`src/rtl/event_injector_if.sv`:
```
// Event source bus: one timestamped event per valid/ready handshake.
interface event_injector_if #(
    parameter int DATA_W  = 64,
    parameter int DELTA_W = 32
);
    logic                     ev_valid;
    logic                     ev_ready;
    logic [DELTA_W-1:0]       ev_delta;
    logic [1:0]               ev_present;
    logic signed [DATA_W-1:0] ev_data_0;
    logic signed [DATA_W-1:0] ev_data_1;

    modport master (
        output ev_valid, ev_delta, ev_present, ev_data_0, ev_data_1,
        input  ev_ready
    );

    modport slave (
        input  ev_valid, ev_delta, ev_present, ev_data_0, ev_data_1,
        output ev_ready
    );
endinterface

```
`src/rtl/event_injector.sv`:
```
// event_injector: buffers timestamped events and replays them as one-cycle
// new_input_k strobes on the monitor's input streams, spaced by each event's
// delta measured from the previous emission.
// Optional build macro EVENT_INJECTOR_HOLD_VALUE_EN: input_k keeps the last
// value emitted on stream k instead of returning to 0 between emissions.
module event_injector #(
    parameter int DATA_W  = 64,
    parameter int DELTA_W = 32,
    parameter int DEPTH   = 4
) (
    input  logic                      clk,
    input  logic                      rst,
    input  logic                      en,
    event_injector_if.slave           ev,
    output logic signed [DATA_W-1:0]  input_0,
    output logic                      new_input_0,
    output logic signed [DATA_W-1:0]  input_1,
    output logic                      new_input_1,
    output logic [$clog2(DEPTH):0]    pending,
    output logic                      busy
);
    localparam int AW = $clog2(DEPTH);
    localparam int PW = AW + 1;

    typedef struct packed {
        logic [DELTA_W-1:0] delta;
        logic [1:0]         present;
        logic [DATA_W-1:0]  data_0;
        logic [DATA_W-1:0]  data_1;
    } event_t;

    typedef enum logic [1:0] {IDLE, WAIT, EMIT} state_t;

    state_t             state_q, state_d;
    event_t             mem [DEPTH];
    logic [AW-1:0]      wr_ptr, rd_ptr;
    logic [PW-1:0]      count, count_nxt;
    logic [DELTA_W-1:0] since;
    logic               rdy_q;
    logic [1:0]         new_q;
    logic [DATA_W-1:0]  in0_q, in1_q;

    event_t             head, wr_ev;
    logic               full, head_vld, push, fire, gap_ok;
    logic [DELTA_W:0]   eff_delta, since_p1;

    assign full     = (count == PW'(DEPTH));
    assign head_vld = (count != '0);
    assign head     = mem[rd_ptr];

    // A zero delta behaves like one: the earliest slot is the next cycle.
    assign eff_delta = (head.delta == '0) ? (DELTA_W+1)'(1) : {1'b0, head.delta};
    assign since_p1  = {1'b0, since} + (DELTA_W+1)'(1);
    assign gap_ok    = (since_p1 >= eff_delta);

    // rdy_q keeps ev_ready low until the first edge after reset releases.
    assign ev.ev_ready = en & ~full & rdy_q;
    assign push        = ev.ev_valid & ev.ev_ready;
    assign fire        = en & head_vld & gap_ok;
    assign count_nxt   = count + PW'(push) - PW'(fire);

    assign wr_ev.delta   = ev.ev_delta;
    assign wr_ev.present = ev.ev_present;
    assign wr_ev.data_0  = ev.ev_data_0;
    assign wr_ev.data_1  = ev.ev_data_1;

    // FIFO storage; contents need no reset since count gates every read.
    always_ff @(posedge clk) begin
        if (push) mem[wr_ptr] <= wr_ev;
    end

    // FIFO pointers, occupancy and the post-reset ready qualifier.
    always_ff @(posedge clk) begin
        if (rst) begin
            wr_ptr <= '0;
            rd_ptr <= '0;
            count  <= '0;
            rdy_q  <= 1'b0;
        end else begin
            rdy_q <= 1'b1;
            if (push) wr_ptr <= wr_ptr + AW'(1);
            if (fire) rd_ptr <= rd_ptr + AW'(1);
            count <= count_nxt;
        end
    end

    // Cycles since the last emission, saturating so a long idle never wraps.
    always_ff @(posedge clk) begin
        if (rst)
            since <= '0;
        else if (en) begin
            if (fire)
                since <= '0;
            else if (~&since)
                since <= since + DELTA_W'(1);
        end
    end

    // State register.
    always_ff @(posedge clk) begin
        if (rst) state_q <= IDLE;
        else     state_q <= state_d;
    end

    // Next state: EMIT marks the strobe cycle; it can repeat back to back.
    always_comb begin
        state_d = state_q;
        if (en) begin
            if (fire)
                state_d = EMIT;
            else if (count_nxt != '0)
                state_d = WAIT;
            else
                state_d = IDLE;
        end
    end

    // Registered stream outputs, loaded from the head on the emission edge.
    always_ff @(posedge clk) begin
        if (rst) begin
            new_q <= '0;
            in0_q <= '0;
            in1_q <= '0;
        end else if (fire) begin
            new_q <= head.present;
`ifdef EVENT_INJECTOR_HOLD_VALUE_EN
            if (head.present[0]) in0_q <= head.data_0;
            if (head.present[1]) in1_q <= head.data_1;
`else
            in0_q <= head.present[0] ? head.data_0 : '0;
            in1_q <= head.present[1] ? head.data_1 : '0;
`endif
        end else begin
            new_q <= '0;
`ifndef EVENT_INJECTOR_HOLD_VALUE_EN
            in0_q <= '0;
            in1_q <= '0;
`endif
        end
    end

    assign new_input_0 = new_q[0];
    assign new_input_1 = new_q[1];
    assign input_0     = in0_q;
    assign input_1     = in1_q;
    assign pending     = count;
    assign busy        = (count != '0) | (state_q == EMIT);
endmodule

```
`src/flat_wrapper.sv`:
```
// flat-port wrapper written by rule: the top's interface ports become plain ports
module event_injector_flat 
#(
    parameter int DATA_W  = 64,
    parameter int DELTA_W = 32,
    parameter int DEPTH   = 4
)
  (clk, rst, en, input_0, new_input_0, input_1, new_input_1, pending, busy, ev_ev_valid, ev_ev_delta, ev_ev_present, ev_ev_data_0, ev_ev_data_1, ev_ev_ready);
  event_injector_if #(.DATA_W(DATA_W), .DELTA_W(DELTA_W)) ev_i ();
  input  logic clk;
  input  logic rst;
  input  logic en;
  output logic signed [DATA_W-1:0] input_0;
  output logic new_input_0;
  output logic signed [DATA_W-1:0] input_1;
  output logic new_input_1;
  output logic [$clog2(DEPTH):0] pending;
  output logic busy;
  input wire logic [$bits(ev_i.ev_valid)-1:0] ev_ev_valid;
  input wire logic [$bits(ev_i.ev_delta)-1:0] ev_ev_delta;
  input wire logic [$bits(ev_i.ev_present)-1:0] ev_ev_present;
  input wire logic [$bits(ev_i.ev_data_0)-1:0] ev_ev_data_0;
  input wire logic [$bits(ev_i.ev_data_1)-1:0] ev_ev_data_1;
  output wire logic [$bits(ev_i.ev_ready)-1:0] ev_ev_ready;
  assign ev_i.ev_valid = ev_ev_valid;
  assign ev_i.ev_delta = ev_ev_delta;
  assign ev_i.ev_present = ev_ev_present;
  assign ev_i.ev_data_0 = ev_ev_data_0;
  assign ev_i.ev_data_1 = ev_ev_data_1;
  assign ev_ev_ready = ev_i.ev_ready;
  event_injector #(.DATA_W(DATA_W), .DELTA_W(DELTA_W), .DEPTH(DEPTH)) u_core (.clk(clk), .rst(rst), .en(en), .ev(ev_i), .input_0(input_0), .new_input_0(new_input_0), .input_1(input_1), .new_input_1(new_input_1), .pending(pending), .busy(busy));
endmodule
```
`config.mk`:
```
export PLATFORM = sky130hd
export DESIGN_NAME = event_injector_flat
export DESIGN_NICKNAME = d
export VERILOG_FILES = /design/src/rtl/event_injector_if.sv /design/src/rtl/event_injector.sv /design/src/flat_wrapper.sv
export SDC_FILE = /design/constraint.sdc
export NUM_CORES = 1
export LEC_CHECK = 0
export ABC_AREA = 1
export CORE_ASPECT_RATIO = 1.1
export CORE_MARGIN = 3
export CORE_UTILIZATION = 61
export DETAILED_ROUTE_END_ITERATION = 10
export GPL_TIMING_DRIVEN = 0
export HOLD_SLACK_MARGIN = 0.1
export PLACE_DENSITY_LB_ADDON = 0.15
export SYNTH_ARGS = -nofsm -noshare
export SYNTH_HDL_FRONTEND = slang
export SYNTH_SLANG_ARGS = --single-unit
```
`constraint.sdc`:
```
create_clock -name clk -period 14.3 [get_ports clk]
set_input_delay 2.86 -clock clk [delete_from_list [all_inputs] [get_ports clk]]
set_output_delay 2.86 -clock clk [all_outputs]
set_load 0.005 [all_outputs]
```
# --- Word level (Yosys, flattened, before mapping) ---
# Memory sizes are Yosys's and may differ from the RTL's. A register that Yosys moved wholly into a read port is not among the register bits.
# Cells that the tools add are included.
# W data, S select, Z words.
op_classes:
  add_sub_neg: 6
  n_lt_le_gt_ge: 1
  reduce_logical: 8
  mux: 10
  n_eq_ne: 3
  bitwise_logic: 10
ops:
  columns: ["cell", "count"]
  rows:
  - ["$mux W32", 3]
  - ["$add A32 B1 Y33 const B", 1]
  - ["$ge A33 B33 Y1", 1]
  - ["$add A32 B1 Y32 const B", 1]
  - ["$logic_not A32 Y1", 1]
  - ["$reduce_and A32 Y1", 1]
  - ["$mux W2", 3]
  - ["$reduce_bool A3 Y1", 2]
  - ["$reduce_or A3 Y1", 2]
  - ["$and A1 B1 Y1", 5]
  - ["$add A2 B1 Y2 const B", 2]
  - ["$mux W1", 4]
  - ["$not A1 Y1", 4]
  - ["$add A3 B1 Y3", 1]
  - ["$eq A3 B3 Y1 const B", 1]
  - ["$sub A3 B1 Y3", 1]
  - ["$eq A2 B2 Y1 const B", 1]
  - ["$ne A2 B1 Y1 const B", 1]
  - ["$reduce_and A2 Y1", 1]
  - ["$reduce_or A2 Y1", 1]
  - ["$or A1 B1 Y1", 1]
totals:
  n_memories: 1
  inputBits: 166
  elab_cells: 48
  register_bits: 172
  out_inout_bits: 135
  ram_bits: 648
memory_table:
  columns: ["memory", "depth", "word_bits", "read_ports", "rd_clocked_by_memory_dff", "write_ports", "line", "rtl"]
  rows:
  - ["u_core.mem", 4, 162, 1, 1, 1, "event_injector.sv:35", "event_t mem [DEPTH];"]

# --- Logic depth before layout (Yosys ltp) ---
depth:
  word_depth: 10
  depth_mapped: 33
  ltp_nobuf: 31

# --- Least setup slack after synthesis ---
# OpenSTA, ideal clock, no wires.
synth_timing:
  kind: "input -> register"
  startpoint: "input en"
  endpoint: "memory u_core.mem[0][0] (netlist name) (enable)"
  arrival_ns: 10.051
  required_time_ns: 13.613
  setup_slack_ns: 3.562
  setup_ns: 0.687
  n_path_buf: 0
  stages: 4
  path_cell_list: "nand2_1 -> a31oi_1 -> nand2_1 -> nor2_1"
synth_via:
  elab_chain_len: 5
synth_lines:
  columns: ["element", "line", "rtl"]
  rows:
  - ["start, declared", "flat_wrapper.sv:12", "input logic en;"]
  - ["$and A1 B1 Y1 (2 in a row)", "event_injector.sv:57", "assign ev.ev_ready = en & ~full & rdy_q;"]
  - ["named net ev_ev_ready", "flat_wrapper.sv:24", "output wire logic [$bits(ev_i.ev_ready)-1:0] ev_ev_ready;"]
  - ["$and A1 B1 Y1", "event_injector.sv:58", "assign push = ev.ev_valid & ev.ev_ready;"]
  - ["$mux W1", "event_injector.sv:69", "if (push) mem[wr_ptr] <= wr_ev;"]
  - ["$mux W1 (implied by the code)", "event_injector.sv:69", null]
  - ["end, declared", "event_injector.sv:35", null]
# The timed path passes the listed nets, and every way through them passes these cells.

# --- Final worst setup path ---
layout_timing:
  startpoint: "input en"
  endpoint: "output ev_ev_ready"
layout_via:
  elab_chain_len: 2
layout_lines:
  columns: ["element", "line"]
  rows:
  - ["$and A1 B1 Y1 (2 in a row)", "event_injector.sv:57"]
  - ["end, declared", "flat_wrapper.sv:24"]
# Every way passes these cells.

==> qor.yml <==
grt:
  grt_pass1_wl_um: 119000
  antenna_found_initial: 15
  grt_max_degree: 29
  grt_pass1_vias: 20700
  grt.total_usage: 0.285
  gr-total-overflow: 0
cts:
  cts_tree: "yes"
  htreeDepth: 3
  numCtsBuffers: 79
  insertion_delay_ns: 0.62
  cts_hold_buf: 0
  cts_resized: 0
  clock_path_buffers: 3
  clock_sinks: 822
  postCtsSetupRepairBufs: 0
  clk_pin_slew_ns: 0.06
  clockRootBuffer: "clkbuf_16"
sta:
  skew_ns: 0.0190
  setup_viol: 0
  rsz0062_at_grt: "no"
  final_hold_viol_count: 0
  clock.fmax_ghz: 0.142
  slew_headroom: 0.253
  tightest_slew_ns: 1.12
  report.final.slew_viol_count: 0
  min_period_ns: 7.04
  fin_tns_setup_ns: 0
  period_share: 0.492
layout:
  finalNonFillerCells: 3532
  drive_above_1_share: 0.112
  fill_cells: 3189
  layout.nets: 2996
  syn_to_final_growth_pct: 21.9
power_and_ir_drop:
  power.density_nw_per_um2: 125
  p_total_uw: 4860
  total_leakage_power_uw: 0.0138
  ir_drop_mv: 0.126
place:
  hpwl_um: 52200
  dpl.cell_count: 3376
  gp_congestion: 0.911
  io_buffers: 300
min_path:
  hp-class: "reg -> reg"
synthesis:
  synth_cell_types: 39
  ys_seq_area_frac: 0.720
  syn_nets: 2590
  synth_top_flop_cell: "edfxtp_1"
  yosysWarningCount: 0
  syn_inst: 2384
  syn_avg_cell_area_um2: 13.4
  netlist_area_um2: 31900
  ys_ff_latch: 822
  async_flop_share: 0
  synth_edf_count: 648
setup_path:
  path_class: "in -> out"
  critPathArrivalTime_ns: 4.18
  cp-end-kind: "primary output"
  worstPathMaxFanout: 4
  required_ns: 11.44
  cp-start-kind: "primary input"
route:
  drt_iter0_markers: 1900
  drc: 0
  routed_wl_um: 79200
  wl_per_cell_um: 22.4
  vias_per_cell: 5.85
  via_count: 20600
  ant_nets: 0
  drtPass1Iterations: 6
run:
  max-cap-violations: 0
die:
  num_io_pins: 301
  initial_core_util: 0.619
  die_h_um: 246
  rows: 87
  die_width_um: 224
  dieArea_um2: 55000
  core-area_um2: 51500
status:
  status: "complete, no violations"
==> worst max-delay path, cell delays in order <==
cell and delay (ns):
clkdlybuf4s50_1 0.52, nand2_1 0.07, a31oi_1 0.19, clkdlybuf4s50_1 0.54
==> cells in the final DEF (no fill, tap or decap), types with 25 or more instances in the layout <==
| cell | count |
|---|---|
| edfxtp_1 | 648 |
| nand2_1 | 555 |
| clkdlybuf4s50_1 | 300 |
| dfxtp_1 | 174 |
| a21oi_1 | 168 |
| nor2_1 | 163 |
| a32o_1 | 136 |
| clkbuf_1 | 109 |
| nor2_4 | 105 |
| clkbuf_16 | 81 |
| inv_1 | 68 |
| o21ai_0 | 55 |
| ha_1 | 39 |
| buf_12 | 35 |
| xor2_1 | 25 |
==> state kept, by name, indices dropped and copies added, names as in the netlist, named ones only <==
name	flops
u_core.pending	3
u_core.input_0	64
u_core.new_q	2
u_core.wr_ptr	2
u_core.input_1	64
u_core.state_q	2
u_core.rd_ptr	2
u_core.since	32
u_core.mem	648
u_core.rdy_q	1
==> synth_stat cells (12+ instances only) <==
cell      count  area share
a21oi_1     168       0.026
a21oi_2      16      0.0044
a32o_1      136       0.043
buf_12       12      0.0075
buf_2        22      0.0035
clkbuf_1     81      0.0095
dfxtp_1     174        0.11
edfxtp_1    648        0.61
ha_1         39       0.015
inv_1        68      0.0080
nand2_1     555       0.065
nand3_1      20      0.0031
nor2_1      167       0.020
nor2_4      101       0.036
o21ai_0      55      0.0086
o22a_1       24      0.0066
xor2_1       25      0.0069
==> cells by family (layout without fill, tap and decap cells) <==
kind of cell | count (synthesis) | in the layout | synth area share
AND/OR/NAND/NOR | 881 | 881 | 0.133
adder cells (fa/ha/maj) | 40 | 40 | 0.0159
flip-flops | 822 | 822 | 0.720
buffers and inverters | 203 | 673 | 0.0316
AO/OA/AOI/OAI | 405 | 405 | 0.0902
other | 0 | 11 | 0
XOR/XNOR | 33 | 33 | 0.00907
==> worst paths after layout <==
check,startpoint,cells past startpoint,slack (ns),end
min reg2reg,u_core.state_q[1],2,0.48,u_core.state_q[1]
min,u_core.state_q[1],2,0.48,u_core.state_q[1]
max reg2reg,register,33,9.37,u_core.state_q[0]
max,en,4,7.26,ev_ev_ready
==> metrics by stage <==
stage	setup slack, ns	instance area [µm²]	util	hold slack, ns
after global routing	7.17	38800	0.754	0.501
final	7.26	38900	0.755	0.480
after global placement	-2.63	35700	0.693	0.456
after CTS	7.23	38800	0.754	0.482
after detailed placement	7.25	36200	0.704	0.473
after floorplan	3.56	31900	-	0.438
==> power breakdown <==
group	total, µW	internal (µW)	switching (µW)
logic	177	79.4	98.0
registers	2610	2610	8.42
clock network	2070	1210	859
==> per-layer routing <==
metal	wire (µm)	vias up	GRT usage
met5	100	-	0
met4	2830	14	0.115
met3	6510	185	0.0527
met2	39000	961	0.473
met1	30800	10100	0.375
li1	-	9368	-
==> final cells by class <==
class                   count  area [µm²]  area share
flip-flops and latches    822       22900       0.591
plain buffers             128         726      0.0187
inverters                  75         282     0.00725
clock buffers             115        2210      0.0570
well taps                 667         835      0.0215
diodes                     11        27.5    0.000709
repair buffers            325        3520      0.0906
multi-input cells        1359        7950       0.205
clock inverters            30         359     0.00924
Note: power is estimated with default switching activity, not from simulation.
